$ cat src/rtl/gesture_time_setter_pkg.sv
// Shared definitions for the gesture-window value: width, legal bounds,
// FSM state encoding and the binary-to-BCD helper used by the display path.
package gesture_time_setter_pkg;

  localparam int TIME_W = 6;

  // Defaults for the gesture window in seconds; the on/off control reads the same bounds
  localparam int unsigned GT_MIN_TIME     = 1;
  localparam int unsigned GT_MAX_TIME     = 60;
  localparam int unsigned GT_DEFAULT_TIME = 5;

  typedef enum logic [1:0] {
    ST_IDLE   = 2'd0,
    ST_EDIT   = 2'd1,
    ST_COMMIT = 2'd2
  } state_t;

  // Split a 0..63 value into {tens, ones} BCD digits
  function automatic logic [7:0] to_bcd(input logic [TIME_W-1:0] value);
    logic [3:0] tens;
    logic [3:0] ones;
    tens = 4'(value / 6'd10);
    ones = 4'(value % 6'd10);
    return {tens, ones};
  endfunction

endpackage

$ cat src/rtl/gesture_time_setter_key_repeat.sv
// Step generator for one adjustment key: one step on the rising edge, then
// after REPEAT_DELAY held cycles one step, then one every REPEAT_PERIOD cycles.
// Releasing the key or dropping enable clears the hold counter.
module gesture_time_setter_key_repeat #(
  parameter int unsigned REPEAT_DELAY  = 50_000_000,
  parameter int unsigned REPEAT_PERIOD = 10_000_000
) (
  input  logic clk,
  input  logic rst,
  input  logic key_i,
  input  logic enable_i,
  output logic step_o
);

  localparam int unsigned CNT_MAX = (REPEAT_DELAY > REPEAT_PERIOD) ? REPEAT_DELAY : REPEAT_PERIOD;
  localparam int CNT_W = $clog2(CNT_MAX + 1);

  logic             key_q;
  logic [CNT_W-1:0] cnt_q, cnt_d;
  logic             rep_q, rep_d;
  logic             step;

  // Previous key level for rising-edge detection
  always_ff @(posedge clk) begin
    if (!rst) key_q <= 1'b0;
    else      key_q <= key_i;
  end

  // Hold counter: counts cycles since the edge (or since the last repeat step)
  always_comb begin
    cnt_d = '0;
    rep_d = 1'b0;
    step  = 1'b0;
    if (enable_i && key_i) begin
      if (!key_q) begin
        step  = 1'b1;
        cnt_d = CNT_W'(1);
      end else if ((!rep_q && cnt_q == CNT_W'(REPEAT_DELAY)) ||
                   ( rep_q && cnt_q == CNT_W'(REPEAT_PERIOD))) begin
        step  = 1'b1;
        cnt_d = CNT_W'(1);
        rep_d = 1'b1;
      end else begin
        cnt_d = cnt_q + 1'b1;
        rep_d = rep_q;
      end
    end
  end

  // Hold counter and repeat-phase registers
  always_ff @(posedge clk) begin
    if (!rst) begin
      cnt_q <= '0;
      rep_q <= 1'b0;
    end else begin
      cnt_q <= cnt_d;
      rep_q <= rep_d;
    end
  end

  assign step_o = step;

endmodule

$ cat src/rtl/gesture_time_setter.sv
// Gesture-window setter: set key enters EDIT, up/down adjust a working copy,
// confirm commits it, set/timeout/power-off cancel. Drives the committed value
// and registered BCD digits for the seven-segment display.
// Build option: define GESTURE_TIME_WRAP_EN to wrap at MIN/MAX instead of saturating.
module gesture_time_setter
  import gesture_time_setter_pkg::*;
#(
  parameter int unsigned MIN_TIME      = GT_MIN_TIME,
  parameter int unsigned MAX_TIME      = GT_MAX_TIME,
  parameter int unsigned DEFAULT_TIME  = GT_DEFAULT_TIME,
  parameter int unsigned REPEAT_DELAY  = 50_000_000,
  parameter int unsigned REPEAT_PERIOD = 10_000_000,
  parameter int unsigned EDIT_TIMEOUT  = 1_000_000_000
) (
  input  logic              clk,
  input  logic              rst,
  input  logic              machine_state,
  input  logic              set_btn,
  input  logic              up_btn,
  input  logic              down_btn,
  input  logic              confirm_btn,
  output logic [TIME_W-1:0] gesture_time,
  output logic [TIME_W-1:0] edit_value,
  output logic              editing,
  output logic              update_pulse,
  output logic [3:0]        bcd_tens,
  output logic [3:0]        bcd_ones
);

  localparam int TO_W = (EDIT_TIMEOUT > 1) ? $clog2(EDIT_TIMEOUT) : 1;
  localparam logic [TIME_W-1:0] MIN_V = TIME_W'(MIN_TIME);
  localparam logic [TIME_W-1:0] MAX_V = TIME_W'(MAX_TIME);
  localparam logic [TIME_W-1:0] DEF_V = TIME_W'(DEFAULT_TIME);

  state_t            state_q, state_d;
  logic              set_q, confirm_q;
  logic              set_edge, confirm_edge;
  logic [1:0]        key_lvl, key_step;
  logic              up_step, down_step, keys_enable;
  logic [TO_W-1:0]   timeout_q, timeout_d;
  logic              timeout_hit;
  logic [TIME_W-1:0] gesture_q, gesture_d;
  logic [TIME_W-1:0] edit_q, edit_d;
  logic              update_q, update_d;
  logic [7:0]        bcd_q, bcd_d;
  logic              in_edit, load_edit, do_commit, do_adjust;

  function automatic logic [TIME_W-1:0] step_up(input logic [TIME_W-1:0] v);
`ifdef GESTURE_TIME_WRAP_EN
    return (v >= MAX_V) ? MIN_V : v + 1'b1;
`else
    return (v >= MAX_V) ? MAX_V : v + 1'b1;
`endif
  endfunction

  function automatic logic [TIME_W-1:0] step_down(input logic [TIME_W-1:0] v);
`ifdef GESTURE_TIME_WRAP_EN
    return (v <= MIN_V) ? MAX_V : v - 1'b1;
`else
    return (v <= MIN_V) ? MIN_V : v - 1'b1;
`endif
  endfunction

  // Previous levels of the set and confirm keys for edge detection
  always_ff @(posedge clk) begin
    if (!rst) begin
      set_q     <= 1'b0;
      confirm_q <= 1'b0;
    end else begin
      set_q     <= set_btn;
      confirm_q <= confirm_btn;
    end
  end

  assign set_edge     = set_btn & ~set_q;
  assign confirm_edge = confirm_btn & ~confirm_q;

  // Both keys held means no adjustment and both hold counters cleared
  assign keys_enable = in_edit && !(up_btn && down_btn);
  assign key_lvl     = {down_btn, up_btn};

  genvar gi;
  generate
    for (gi = 0; gi < 2; gi++) begin : g_key
      gesture_time_setter_key_repeat #(
        .REPEAT_DELAY  (REPEAT_DELAY),
        .REPEAT_PERIOD (REPEAT_PERIOD)
      ) u_key_repeat (
        .clk      (clk),
        .rst      (rst),
        .key_i    (key_lvl[gi]),
        .enable_i (keys_enable),
        .step_o   (key_step[gi])
      );
    end
  endgenerate

  assign up_step     = key_step[0];
  assign down_step   = key_step[1];
  assign timeout_hit = (timeout_q == TO_W'(EDIT_TIMEOUT - 1));

  // FSM state register
  always_ff @(posedge clk) begin
    if (!rst) state_q <= ST_IDLE;
    else      state_q <= state_d;
  end

  // FSM next state; cancel priority: power-off, set, then confirm, then timeout
  always_comb begin
    state_d = state_q;
    case (state_q)
      ST_IDLE: begin
        if (set_edge && machine_state) state_d = ST_EDIT;
      end
      ST_EDIT: begin
        if (!machine_state || set_edge) state_d = ST_IDLE;
        else if (confirm_edge)          state_d = ST_COMMIT;
        else if (timeout_hit)           state_d = ST_IDLE;
      end
      ST_COMMIT: state_d = ST_IDLE;
      default:   state_d = ST_IDLE;
    endcase
  end

  // FSM outputs: editing flag and datapath controls
  always_comb begin
    in_edit   = (state_q == ST_EDIT);
    load_edit = (state_q == ST_IDLE) && set_edge && machine_state;
    do_commit = (state_q == ST_COMMIT);
    do_adjust = in_edit && machine_state && !set_edge && !confirm_edge && !timeout_hit;
  end

  // Datapath next state: load working copy, adjust it, commit it, track idle time
  always_comb begin
    gesture_d = gesture_q;
    edit_d    = edit_q;
    update_d  = 1'b0;
    timeout_d = timeout_q;
    if (load_edit) begin
      edit_d    = gesture_q;
      timeout_d = '0;
    end
    if (in_edit) begin
      timeout_d = timeout_q + 1'b1;
    end
    if (do_adjust) begin
      if (up_step)        edit_d = step_up(edit_q);
      else if (down_step) edit_d = step_down(edit_q);
      if (up_step || down_step) timeout_d = '0;
    end
    if (do_commit) begin
      gesture_d = edit_q;
      update_d  = (edit_q != gesture_q);
    end
  end

  // Display source follows the working copy only while editing
  always_comb begin
    bcd_d = to_bcd(in_edit ? edit_q : gesture_q);
  end

  // Datapath and display registers
  always_ff @(posedge clk) begin
    if (!rst) begin
      gesture_q <= DEF_V;
      edit_q    <= DEF_V;
      update_q  <= 1'b0;
      timeout_q <= '0;
      bcd_q     <= to_bcd(DEF_V);
    end else begin
      gesture_q <= gesture_d;
      edit_q    <= edit_d;
      update_q  <= update_d;
      timeout_q <= timeout_d;
      bcd_q     <= bcd_d;
    end
  end

  assign gesture_time = gesture_q;
  assign edit_value   = edit_q;
  assign editing      = in_edit;
  assign update_pulse = update_q;
  assign bcd_tens     = bcd_q[7:4];
  assign bcd_ones     = bcd_q[3:0];

endmodule

$ cat config.mk
export PLATFORM = sky130hd
export DESIGN_NAME = gesture_time_setter
export DESIGN_NICKNAME = d
export VERILOG_FILES = /design/src/rtl/gesture_time_setter_pkg.sv /design/src/rtl/gesture_time_setter_key_repeat.sv /design/src/rtl/gesture_time_setter.sv
export SDC_FILE = /design/constraint.sdc
export NUM_CORES = 1
export LEC_CHECK = 0
export BUFFER_PORTS_ARGS = -buffer_cell sky130_fd_sc_hd__buf_2
export CORE_MARGIN = 5
export CORE_UTILIZATION = 35
export CTS_BUF_LIST = sky130_fd_sc_hd__clkbuf_4 sky130_fd_sc_hd__clkbuf_8 sky130_fd_sc_hd__clkbuf_16
export CTS_CLUSTER_DIAMETER = 50
export CTS_CLUSTER_SIZE = 12
export DETAILED_ROUTE_END_ITERATION = 7
export PLACE_DENSITY = 0.53
export SLEW_MARGIN = 5
export SYNTH_ARGS = -nofsm -noshare
export SYNTH_HDL_FRONTEND = slang
export SYNTH_SLANG_ARGS = --single-unit
$ cat constraint.sdc
create_clock -name clk -period 2.8 [get_ports clk]
set_input_delay 0.14 -clock clk [delete_from_list [all_inputs] [get_ports clk]]
set_output_delay 0.14 -clock clk [all_outputs]
set_load 0.005 [all_outputs]
==> impl_summary.log, run 1 <==
[metrics] max-capacitance violation count: 0
[metrics] number of hold violations in the final report: 0
[metrics] clock sink count: 110
[metrics] largest area contributor in the netlist: sky130_fd_sc_hd__dfxtp_1
[metrics] register area share after synthesis: between 30 and 40%
[metrics] initial core utilization: between 30% and 40%
[metrics] Setup Slack @ Placement: about 0.24 ns
[metrics] GR Overflow Total: 0
[metrics] CTS Root Cell: sky130_fd_sc_hd__clkbuf_16
[metrics] type of the tightest min-delay check: primary input to flip-flop
[metrics] DP HPWL: 9050 um
[metrics] H-tree level count: 3
[metrics] Post-DRT Antenna Nets: 0
[metrics] largest net degree at the start of global routing: 29
[metrics] top cell type's share of synthesized area: roughly two fifths
[metrics] detailed-routing iteration count for the pre-antenna-repair pass: 4
[metrics] most common cell in the synthesized netlist: sky130_fd_sc_hd__dfxtp_1
[metrics] nature of the critical path startpoint: flip-flop
[metrics] Setup CP Type: flip-flop to flip-flop
[metrics] Die Footprint: 0.0187 sq mm
[metrics] sw power: 671 uW
[metrics] #FFs+latches synth: 110
[metrics] leakage dissipation: ~0.0022 uW
[metrics] combinational group share of total power: around 3.5%
[metrics] number of rows created at floorplan: 46
[metrics] crit path cell chain: inv_1 -> ha_1 -> or4b_1 -> nor4_4 -> o21ai_2 -> a2111oi_4 -> o21ai_4 -> a221oi_1 -> o21ai_0
[metrics] vias in the first global route: between 4,000 and 5,000
[metrics] register-to-register setup slack: between 0.15 and 0.2 ns
[metrics] setup tns final: 0 ns
[metrics] cells taking the most area after synthesis: sky130_fd_sc_hd__dfxtp_1, sky130_fd_sc_hd__nor2_1, sky130_fd_sc_hd__xor2_1, sky130_fd_sc_hd__nand2_1, sky130_fd_sc_hd__nand3_1
[metrics] ratio of final minimum period to clock period: between 90% and 100%
[metrics] Critical Path Slowest Stage Cell: sky130_fd_sc_hd__or4b_1
[metrics] async set-or-reset flop fraction in the synthesized netlist: 0%
[metrics] cells after synthesis: about 690
[metrics] clk buf depth: 2
[metrics] hold_buf cts: 1
[metrics] core region area: between 0.015 and 0.02 sq mm
[metrics] maximum vdd ir drop: slightly above 0.3 mV
[metrics] floorplan die width: about 140 um
[metrics] total routing usage reported by global routing: between 10% and 20%
[metrics] final-report setup violation count: 0
[metrics] setup repair after global routing missed its margin: false
[metrics] fraction of the core area covered by cells at the end of the flow: 40.5%
[metrics] port bufs: 27
[metrics] # Post-CTS Setup Buffers: 0
[metrics] cell types with the highest counts after synthesis: sky130_fd_sc_hd__dfxtp_1, sky130_fd_sc_hd__nor2_1, sky130_fd_sc_hd__nand2_1
[metrics] CP Data Arrival Time: approximately 2.8 ns
[metrics] post-synthesis instance area: approximately 0.0056 sq mm
[metrics] Diodes inserted: 0
[metrics] Fmax: around 0.38 GHz
[metrics] fin nets: roughly 740
[metrics] post-cts resize count: 0
[metrics] Fin Clk Skew: 0.00626 ns
[metrics] buffers plus inverters on the worst setup path: 1
[metrics] Final Worst Setup Slack: 0.193 ns
[metrics] Power per Cell Area: ~480 mW/mm^2
[metrics] Final Cell Area: around 0.0064 sq mm
[metrics] remaining routing DRC violations: 0
[metrics] number of enable-type register cells in the synthesized netlist: 0
[metrics] boundary pin count: 29
[metrics] outcome: completed
[metrics] Routed wire per std cell: between 10 and 15 um
[metrics] mean area per synthesized cell: ~8.2 sq um
[metrics] final RePlAce weighted congestion: 0.906
[metrics] insertion delay to the later sink of the worst-skew pair: between 0.3 and 0.4 ns
[metrics] number of nets produced by synthesis: 704
[metrics] Clk pin slew, worst setup/hold paths: 0.07 ns
[metrics] global-route wire length before repair: approximately 22,000 um
[metrics] Final min period: about 2.6 ns
[metrics] share of total power in sequential cells: 51.8%
[metrics] relative slew slack: approximately 58%
[metrics] capturing element type of the critical path: flip-flop
[metrics] wire length reported by the detailed router: approximately 13,000 um
[metrics] clock network power share: approximately 45%
[metrics] share of post-route cells with drive strength above 1: 12.9%
[metrics] number of vias per cell: approximately 5.0
[metrics] required time of the critical path: between 3 and 4 ns
[metrics] internal power component: 2380 uW
[metrics] total cell area at the placement stage: 0.00607 sq mm
[metrics] CP delay by family, top: compound AO/OA/AOI/OAI gates
[metrics] die boundary height: approximately 140 um
[metrics] clock tree from TritonCTS: built
[metrics] number of buffers created by CTS: 9
[metrics] YS warnings: 0
[metrics] initial antenna violation count: 0
[metrics] layout overhead on the synthesized area: 14.0%
[metrics] crit-path max FO: 10
[metrics] Sw Share: between 20 and 25%
[metrics] critical path's largest stage delay: ~0.49 ns
[metrics] DR vias: 4,733
[metrics] Most used DFF post-synth: sky130_fd_sc_hd__dfxtp_1
[metrics] DRT iter0 DRCs: around 210
[metrics] distinct cell type count of the synthesized netlist: 66
[metrics] actual transition at the worst max-transition pin: 0.630 ns
[metrics] fin. max-slew vios: 0
flip-flops by register name (all words and copies together), names as in the netlist:
signal and count:
g_key.u_key_repeat.cnt_q 52, timeout_q 30, bcd_q 7, edit_value 6, gesture_time 6, g_key.u_key_repeat.key_q 2, g_key.u_key_repeat.rep_q 2, state_q 2
confirm_q 1, set_q 1, update_pulse 1
layout by cell type (no fill, tap or decap), types with 5 or more instances in the layout:
cell	count
sky130_fd_sc_hd__and2_1	5
sky130_fd_sc_hd__buf_2	27
sky130_fd_sc_hd__nand3_1	48
sky130_fd_sc_hd__xor2_1	38
sky130_fd_sc_hd__nand2b_1	7
sky130_fd_sc_hd__a21oi_1	31
sky130_fd_sc_hd__and4_1	5
sky130_fd_sc_hd__or3_1	12
sky130_fd_sc_hd__ha_1	10
sky130_fd_sc_hd__o21ai_0	16
sky130_fd_sc_hd__nor3_1	11
sky130_fd_sc_hd__or4_1	5
sky130_fd_sc_hd__and3_1	13
sky130_fd_sc_hd__nor4_1	8
sky130_fd_sc_hd__inv_1	18
sky130_fd_sc_hd__o211ai_1	7
sky130_fd_sc_hd__mux2_2	12
sky130_fd_sc_hd__mux2i_1	8
sky130_fd_sc_hd__nand4_1	18
sky130_fd_sc_hd__buf_4	22
sky130_fd_sc_hd__a31oi_1	7
sky130_fd_sc_hd__dfxtp_1	110
sky130_fd_sc_hd__xnor2_1	19
sky130_fd_sc_hd__nor2_1	102
sky130_fd_sc_hd__clkbuf_16	9
sky130_fd_sc_hd__nand2_1	85
worst min-delay path: cells and delay by family:
family	cells	cell delay (ns)
buffers and inverters	2	0.12
and+or+nand+nor	1	0.09
power by group through the flow:
stage / combinational, uW / clock [uW] / sequential, uW
global route: 120 / 1480 / 1580
CTS: 108 / 1420 / 1580
floorplan: 71.6 / 0 / 1620
global placement: 106 / 0 / 1620
detailed placement: 106 / 0 / 1620
finish: 107 / 1360 / 1580
through the flow:
| step | hold WS [ns] | std cells | power (uW) |
|---|---|---|---|
| global route | 0.0515 | 943 | 3180 |
| CTS | 0.0266 | 943 | 3110 |
| finish | 0.0386 | 943 | 3050 |
| floorplan | 0.262 | 687 | 1690 |
| global placement | 0.363 | 926 | 1730 |
| detailed placement | 0.372 | 926 | 1730 |
area by class of cell:
cell class / instances / area (sq um)
multi-input combinational: 530 / 3210
inverter: 20 / 75.1
tap: 216 / 270
timing repair buffer: 51 / 330
clock inverter: 4 / 52.6
clock buffer: 12 / 267
fill: 1619 / 9420
sequential: 110 / 2200
final timing paths:
kind	cells after the start	to	start
worst max-delay path	9	edit_value[0]$_SDFF_PN1_	g_key[0].u_key_repeat.cnt_q[1]$_SDFF_PP0_
worst min-delay path	3	confirm_q$_SDFF_PN0_	confirm_btn
worst max register to register	9	edit_value[0]$_SDFF_PN1_	g_key[0].u_key_repeat.cnt_q[1]$_SDFF_PP0_
worst min register to register	1	state_q[1]$_SDFFE_PN0P_	confirm_q$_SDFF_PN0_
per-layer routing:
layer  track usage [%]  vias to the layer above  share of wire, %
met4              4.26                        0               1.2
met1              19.1                     2203                50
met5                 0                        -                 0
met3              3.75                       10               3.5
met2              22.5                       52                46
li1                  -                     2468                 -
kinds of logic (layout without fill, tap and decap cells):
logic type	Yosys count	count (layout)	share of synthesized area, %
buf+inv	47	87	3.70
mux	20	20	3.83
fa+ha+maj	11	11	2.41
other cells	1	1	0.0668
simple gates	353	353	31.5
compound gates	88	88	10.4
flops	110	110	39.2
xor+xnor	57	57	8.89
Power figures use the tool's default switching activity.
==> run 2, diff against run 1 <==
--- a/config.mk
+++ b/config.mk
@@ -7,12 +7,12 @@
 export LEC_CHECK = 0
 export BUFFER_PORTS_ARGS = -buffer_cell sky130_fd_sc_hd__buf_2
 export CORE_MARGIN = 5
-export CORE_UTILIZATION = 35
+export CORE_UTILIZATION = 24
 export CTS_BUF_LIST = sky130_fd_sc_hd__clkbuf_4 sky130_fd_sc_hd__clkbuf_8 sky130_fd_sc_hd__clkbuf_16
 export CTS_CLUSTER_DIAMETER = 50
 export CTS_CLUSTER_SIZE = 12
 export DETAILED_ROUTE_END_ITERATION = 7
-export PLACE_DENSITY = 0.53
+export PLACE_DENSITY = 0.4
 export SLEW_MARGIN = 5
 export SYNTH_ARGS = -nofsm -noshare
 export SYNTH_HDL_FRONTEND = slang
==> run 2 against run 1 <==
Net effect:
- sequential cell count stayed put
- final cell count is 12% higher
- clock skew is 0.0013 ns lower
- worst hold slack worse by 0.0079 ns
- total power is 1.1% lower
- setup slack better by 0.070 ns
- combinational power is 13% higher
- global-route usage is 3.2 points lower
- core utilization is 12 points lower
- non-clock buffer count is 10 higher
- clock power is 3% lower
- maximum frequency is 2.8% higher
==> impl_summary.log, run 2 (synthesized netlist as in run 1, its figures left out) <==
[metrics] required time of the critical path: 3.03 ns (about the same)
[metrics] final-report setup violation count: 0 (unchanged)
[metrics] internal power component: 2330 uW (-2.1%)
[metrics] ratio of final minimum period to clock period: 90.6% (-2.5 points)
[metrics] global-route wire length before repair: 24,000 um (+11%)
[metrics] fin nets: 749 (+1.4%)
[metrics] final RePlAce weighted congestion: 0.769 (-15%)
[metrics] DP HPWL: 9990 um (+10%)
[metrics] initial antenna violation count: 0 (unchanged)
[metrics] register-to-register setup slack: 0.26 ns (+0.07 ns)
[metrics] capturing element type of the critical path: flip-flop
[metrics] type of the tightest min-delay check: primary input to flip-flop
[metrics] core region area: 0.0233 sq mm (+47%)
[metrics] area used by multi-input combinational logic: 0.00321 sq mm (unchanged)
[metrics] buffers plus inverters on the worst setup path: 1 (unchanged)
[metrics] share of total power in sequential cells: 52.3% (+0.5 points)
[metrics] insertion delay to the later sink of the worst-skew pair: 0.35 ns (about the same)
[metrics] actual transition at the worst max-transition pin: 0.469 ns (-0.161 ns)
[metrics] Fin Clk Skew: 0.00494 ns (-0.00132 ns)
[metrics] vias in the first global route: 4,555 (+1.2%)
[metrics] fin. max-slew vios: 0 (unchanged)
[metrics] Worst Hold Depth: 3 (unchanged)
[metrics] number of cell instances on the worst register-to-register path: 9 (unchanged)
[metrics] H-tree level count: 3 (unchanged)
[metrics] wire length reported by the detailed router: 14,000 um (+10%)
[metrics] DR vias: 4,713 (-0.42%)
[metrics] Routed wire per std cell: 13.3 um (-1.7%)
[metrics] startpoint of the most critical register-to-register path: g_key[0].u_key_repeat.cnt_q[0]$_SDFF_PN0_
[metrics] boundary pin count: 29 (unchanged)
[metrics] Endpoint, Worst Hold: confirm_q$_SDFF_PN0_
[metrics] number of rows created at floorplan: 56 (+22%)
[metrics] Largest regs: g_key.u_key_repeat.cnt_q x52, timeout_q x30, bcd_q x7
[metrics] nature of the critical path startpoint: flip-flop
[metrics] outcome: completed
[metrics] fraction of the core area covered by cells at the end of the flow: 28.3% (-12 points)
[metrics] port bufs: 27 (unchanged)
[metrics] combinational group share of total power: 4.0% (+0.5 points)
[metrics] share of post-route cells with drive strength above 1: 14.1% (+1.2 points)
[metrics] initial core utilization: 24.1% (-11 points)
[metrics] most common cell after layout, fill and taps aside: sky130_fd_sc_hd__dfxtp_1
[metrics] Fmax: 0.394 GHz (+2.8%)
[metrics] leakage dissipation: 0.00224 uW (+1.8%)
[metrics] setup tns final: 0 ns (unchanged)
[metrics] layout overhead on the synthesized area: 17.3%
[metrics] hold wc startpoint: confirm_btn
[metrics] CP delay by family, top: compound AO/OA/AOI/OAI gates
[metrics] setup repair after global routing missed its margin: false
[metrics] clock sink count: 110 (unchanged)
[metrics] number of hold violations in the final report: 0 (unchanged)
[metrics] R2R Path End: edit_value[0]$_SDFF_PN1_
[metrics] crit-path max FO: 10 (unchanged)
[metrics] Final min period: 2.54 ns (-0.0704 ns)
[metrics] critical path's largest stage delay: 0.49 ns (about the same)
[metrics] maximum vdd ir drop: 0.268 mV (-12%)
[metrics] highest-count cells in the layout ignoring fill and taps: sky130_fd_sc_hd__dfxtp_1, sky130_fd_sc_hd__nor2_1, sky130_fd_sc_hd__nand2_1
[metrics] Die Footprint: 0.0266 sq mm (+42%)
[metrics] floorplan die width: 163 um (+19%)
[metrics] number of buffers created by CTS: 9 (unchanged)
[metrics] register area: 0.00220 sq mm (unchanged)
[metrics] Critical Path Slowest Stage Cell: sky130_fd_sc_hd__or4b_1
[metrics] Fill cells: 2,575 (+59%)
[metrics] Setup CP Type: flip-flop to flip-flop
[metrics] number of vias per cell: 4.46 (-11%)
[metrics] Top reg by flops: g_key.u_key_repeat.cnt_q
[metrics] Diodes inserted: 0 (unchanged)
[metrics] Power per Cell Area: 458 mW/mm^2 (-3.9%)
[metrics] CP Data Arrival Time: 2.77 ns (-0.06 ns)
[metrics] Sw Share: 22.7% (+0.77 points)
[metrics] crit path cell chain: inv_1 -> ha_1 -> or4b_1 -> nor4_4 -> o21ai_2 -> a2111oi_4 -> o21ai_4 -> a221oi_1 -> o21ai_0
[metrics] detailed-routing iteration count for the pre-antenna-repair pass: 4 (unchanged)
[metrics] relative slew slack: 67.8% (+10 points)
[metrics] max-capacitance violation count: 0 (unchanged)
[metrics] largest net degree at the start of global routing: 28 (-3.4%)
[metrics] clock tree from TritonCTS: built
[metrics] DRT iter0 DRCs: 208 (+1.5%)
[metrics] Post-DRT Antenna Nets: 0 (unchanged)
[metrics] Clk pin slew, worst setup/hold paths: 0.07 ns (about the same)
[metrics] clk buf depth: 2 (unchanged)
[metrics] CTS Root Cell: sky130_fd_sc_hd__clkbuf_16
[metrics] GR Overflow Total: 0 (unchanged)
[metrics] number of flip-flops under the largest register name: 52 (unchanged)
[metrics] clock network power share: 43.7% (-0.9 points)
[metrics] die boundary height: 163 um (+19%)
[metrics] total routing usage reported by global routing: 11.1% (-3.2 points)
[metrics] remaining routing DRC violations: 0 (unchanged)
[metrics] sw power: 686 uW (+2.3%)
[run 2: changes by cell type in the layout (fill, tap and decap cells not counted), sizes merged]
cell      before  now
inv           19   18
clkinvlp       0    1
clkbuf        12   10
clkinv         4    6
buf           50   60
[run 2: metrics by stage]
step / setup slack, ns / std cells / area, sq um / hold WS, ns / total power (uW)
3_5_place_dp: 0.236 / 1039 / 6280 / 0.369 / 1740
6_report: 0.264 / 1056 / 6590 / 0.0307 / 3020
2_1_floorplan: 0.150 / 687 / 5620 / 0.262 / 1690
3_3_place_gp: 0.248 / 1039 / 6280 / 0.367 / 1740
5_1_grt: 0.0375 / 1056 / 6590 / 0.0635 / 3170
4_1_cts: 0.220 / 1056 / 6590 / 0.0163 / 3090
[run 2: layout make-up]
class | count | share of cell area [%]
clock buffer | 10 | 3.63
timing repair buffer | 61 | 6.15
tap | 319 | 6.06
clock inverter | 6 | 0.930
sequential | 110 | 33.4
multi-input combinational | 530 | 48.7
inverter | 20 | 1.14
[run 2: layer usage]
| layer | global-route usage [%] | part of all wire [%] | vias up |
|---|---|---|---|
| li1 | - | - | 2486 |
| met2 | 17.0 | 44 | 30 |
| met3 | 2.43 | 1.9 | 8 |
| met5 | 0 | 0 | - |
| met1 | 15.8 | 53 | 2189 |
| met4 | 2.74 | 0.97 | 0 |
[run 2: what timing repair did]
item | in CTS | in global routing
gates resized for setup | 0 | 0
hold endpoints to repair | 1 | 0
setup buffers | 0 | 0
hold buffers | 1 | 0
[run 2: how the worst max path moves through the flow]
| stage | start | to | slack, ns | cells after the start |
|---|---|---|---|---|
| after floorplan | state_q[1]$_SDFFE_PN0P_ | bcd_q[3]$_SDFF_PN0_ | 0.15 | 14 |
| after global placement | timeout_q[12]$_SDFF_PN0_ | timeout_q[15]$_SDFF_PN0_ | 0.25 | 8 |
| after detailed placement | timeout_q[12]$_SDFF_PN0_ | timeout_q[12]$_SDFF_PN0_ | 0.24 | 8 |
| after CTS | timeout_q[12]$_SDFF_PN0_ | timeout_q[12]$_SDFF_PN0_ | 0.22 | 8 |
| after global routing | timeout_q[12]$_SDFF_PN0_ | timeout_q[6]$_SDFF_PN0_ | 0.04 | 8 |
| final | g_key[0].u_key_repeat.cnt_q[0]$_SDFF_PN0_ | edit_value[0]$_SDFF_PN1_ | 0.26 | 9 |
[run 2: power by group through the flow]
| stage | Combinational [uW] | Sequential (uW) | Clock (uW) |
|---|---|---|---|
| after floorplan | 71.6 | 1620 | 0 |
| after global placement | 124 | 1620 | 0 |
| after detailed placement | 123 | 1620 | 0 |
| after CTS | 124 | 1580 | 1390 |
| after global routing | 137 | 1580 | 1450 |
| final | 121 | 1580 | 1320 |
[run 2: tightest hold or removal path, stage by stage]
cell	delay, ns
sky130_fd_sc_hd__buf_2	0.07
sky130_fd_sc_hd__inv_1	0.05
sky130_fd_sc_hd__nor2_1	0.09
==> run 3, diff against run 2 <==
--- a/config.mk
+++ b/config.mk
@@ -7,12 +7,12 @@
 export LEC_CHECK = 0
 export BUFFER_PORTS_ARGS = -buffer_cell sky130_fd_sc_hd__buf_2
 export CORE_MARGIN = 5
-export CORE_UTILIZATION = 24
+export CORE_UTILIZATION = 55
 export CTS_BUF_LIST = sky130_fd_sc_hd__clkbuf_4 sky130_fd_sc_hd__clkbuf_8 sky130_fd_sc_hd__clkbuf_16
 export CTS_CLUSTER_DIAMETER = 50
 export CTS_CLUSTER_SIZE = 12
 export DETAILED_ROUTE_END_ITERATION = 7
-export PLACE_DENSITY = 0.4
+export PLACE_DENSITY = 0.74
 export SLEW_MARGIN = 5
 export SYNTH_ARGS = -nofsm -noshare
 export SYNTH_HDL_FRONTEND = slang
==> constraint.sdc (replaced) <==
create_clock -name clk -period 3.25 [get_ports clk]
set_input_delay 0.1625 -clock clk [delete_from_list [all_inputs] [get_ports clk]]
set_output_delay 0.1625 -clock clk [all_outputs]
set_load 0.005 [all_outputs]
==> run 3 against run 2 <==
Net effect:
- global-route usage is 8.9 points higher
- critical endpoint is now bcd_q[3]$_SDFF_PN0_
- wire length decreased by 12%
- critical path type unchanged
- non-clock buffer count fell by 22
- highest routed layer unchanged
- final area down 6.6%
- sequential power fell by 13%
==> impl_summary.log, run 3 (synthesized netlist as in run 1, its figures left out) <==
[metrics] CTS Root Cell: sky130_fd_sc_hd__clkbuf_8
[metrics] ratio of final minimum period to clock period: 86.5% (-4.1 points)
[metrics] largest net degree at the start of global routing: 29 (+3.6%)
[metrics] number of standard cells in the final layout excluding fillers: 848 (-20%)
[metrics] Post-DRT Antenna Nets: 0 (unchanged)
[metrics] number of buffers created by CTS: 9 (unchanged)
[metrics] core region area: 0.00986 sq mm (-58%)
[metrics] hold_buf cts: 1 (unchanged)
[metrics] fin. max-slew vios: 0 (unchanged)
[metrics] nature of the critical path startpoint: flip-flop
[metrics] total cell area at the placement stage: 0.00587 sq mm (-6.5%)
[metrics] Final Cell Area: 0.00615 sq mm (-6.6%)
[metrics] Fin Clk Skew: 0.0128 ns (+0.00789 ns)
[metrics] GR Overflow Total: 0 (unchanged)
[metrics] wire length reported by the detailed router: 12,400 um (-12%)
[metrics] total routing usage reported by global routing: 19.9% (+8.9 points)
[metrics] layout overhead on the synthesized area: 9.53%
[metrics] most common cell after layout, fill and taps aside: sky130_fd_sc_hd__dfxtp_1
[metrics] Die Footprint: 0.0123 sq mm (-54%)
[metrics] vias in the first global route: 4,610 (+1.2%)
[metrics] actual transition at the worst max-transition pin: 0.965 ns (+0.496 ns)
[metrics] clock sink count: 110 (unchanged)
[metrics] insertion delay to the later sink of the worst-skew pair: 0.38 ns (+0.03 ns)
[metrics] clock tree from TritonCTS: built
[metrics] CP Data Arrival Time: 3.09 ns (+0.32 ns)
[metrics] DP HPWL: 8720 um (-13%)
[metrics] final-report setup violation count: 0 (unchanged)
[metrics] leakage dissipation: 0.00212 uW (-5.5%)
[metrics] detailed-routing iteration count for the pre-antenna-repair pass: 8 (+4)
[metrics] share of post-route cells with drive strength above 1: 11.5% (-2.6 points)
[metrics] Final min period: 2.81 ns (+0.276 ns)
[metrics] # Post-CTS Setup Buffers: 0 (unchanged)
[metrics] final RePlAce weighted congestion: 0.896 (+17%)
[metrics] fin nets: 727 (-2.9%)
[metrics] Routed wire per std cell: 14.6 um (+10%)
[metrics] remaining routing DRC violations: 0 (unchanged)
[metrics] type of the tightest min-delay check: primary input to flip-flop
[metrics] port bufs: 27 (unchanged)
[metrics] highest-count cells in the layout ignoring fill and taps: sky130_fd_sc_hd__dfxtp_1, sky130_fd_sc_hd__nor2_1, sky130_fd_sc_hd__nand2_1
[metrics] global-route wire length before repair: 21,100 um (-12%)
[metrics] Setup CP Type: flip-flop to flip-flop
[metrics] DR vias: 4,924 (+4.5%)
[metrics] crit-path max FO: 12 (+2)
[metrics] number of rows created at floorplan: 36 (-36%)
[metrics] fraction of the core area covered by cells at the end of the flow: 62.4% (+34 points)
[metrics] outcome: completed
[metrics] initial core utilization: 56.9% (+33 points)
[metrics] number of cells in the design after placement: 831 (-20%)
[metrics] Clk pin slew, worst setup/hold paths: 0.10 ns (+0.03 ns)
[metrics] die boundary height: 111 um (-32%)
[metrics] initial antenna violation count: 0 (unchanged)
[metrics] floorplan die width: 111 um (-32%)
[metrics] Power per Cell Area: 411 mW/mm^2 (-10%)
[metrics] Diodes inserted: 0 (unchanged)
[metrics] Largest regs: g_key.u_key_repeat.cnt_q x52, timeout_q x30, bcd_q x7
[metrics] max-capacitance violation count: 0 (unchanged)
[metrics] setup tns final: 0 ns (unchanged)
[metrics] DRT iter0 DRCs: 484 (+130%)
[metrics] relative slew slack: 35.5% (-32 points)
[metrics] post-cts resize count: 0 (unchanged)
[metrics] H-tree level count: 3 (unchanged)
[metrics] setup repair after global routing missed its margin: false
[metrics] boundary pin count: 29 (unchanged)
[metrics] required time of the critical path: 3.53 ns (+0.50 ns)
[metrics] Fmax: 0.356 GHz (-9.8%)
[metrics] Top reg by flops: g_key.u_key_repeat.cnt_q
[metrics] number of vias per cell: 5.81 (+30%)
[metrics] overall power: 2530 uW (-16%)
[metrics] capturing element type of the critical path: flip-flop
[metrics] number of flip-flops under the largest register name: 52 (unchanged)
[metrics] maximum vdd ir drop: 0.279 mV (+4.0%)
[metrics] clk buf depth: 2 (unchanged)
[metrics] number of hold violations in the final report: 0 (unchanged)
-- run 3: per-stage QoR --
stage / setup slack (ns) / hold slack (ns)
after floorplan: 0.600 / 0.284
after global placement: 0.628 / 0.385
after detailed placement: 0.527 / 0.395
after CTS: 0.501 / 0.0151
after global routing: 0.214 / 0.0424
final: 0.438 / 0.0346
-- run 3: power by group --
| part | switching [uW] | total (uW) | leakage, uW | internal, uW |
|---|---|---|---|---|
| clock network | 456 | 1080 | 0.000138 | 622 |
| registers | 10.4 | 1370 | 0.000888 | 1350 |
| logic | 56.2 | 85.3 | 0.00109 | 29.2 |
| total | 523 | 2530 | 0.00212 | 2010 |
-- run 3: final timing paths --
kind	start	to	slack (ns)	cells past startpoint
min reg2reg	confirm_q$_SDFF_PN0_	state_q[1]$_SDFFE_PN0P_	0.42	1
max	state_q[1]$_SDFFE_PN0P_	bcd_q[3]$_SDFF_PN0_	0.44	14
max reg2reg	state_q[1]$_SDFFE_PN0P_	bcd_q[3]$_SDFF_PN0_	0.44	14
min	confirm_btn	confirm_q$_SDFF_PN0_	0.03	3
-- run 3: metal layers --
layer / vias up / global-route usage, % / part of all wire [%]
met1: 2310 / 26.0 / 46
met4: 0 / 5.52 / 1.2
met3: 18 / 4.31 / 5.2
met2: 149 / 33.4 / 47
li1: 2447 / - / -
met5: - / 0 / 0
-- run 3: cell type report --
type / count / area, sq um
clock inverter: 5 / 129
multi-input combinational: 530 / 3210
clock buffer: 11 / 145
fill: 830 / 3710
timing repair buffer: 39 / 228
inverter: 20 / 75.1
tap: 133 / 166
sequential: 110 / 2200
-- run 3: critical path, stage by stage (launching register included) --
cell	delay (ns)
sky130_fd_sc_hd__dfxtp_1	0.39
sky130_fd_sc_hd__nand2b_1	0.27
sky130_fd_sc_hd__buf_4	0.26
sky130_fd_sc_hd__clkinv_1	0.28
sky130_fd_sc_hd__o211ai_1	0.16
sky130_fd_sc_hd__o21ai_0	0.11
sky130_fd_sc_hd__buf_4	0.18
sky130_fd_sc_hd__o21ai_0	0.15
sky130_fd_sc_hd__a22oi_1	0.12
sky130_fd_sc_hd__ha_1	0.27
sky130_fd_sc_hd__nand2_1	0.08
sky130_fd_sc_hd__nand2_1	0.06
sky130_fd_sc_hd__nand2_1	0.09
sky130_fd_sc_hd__o221ai_1	0.11
sky130_fd_sc_hd__and3_1	0.19
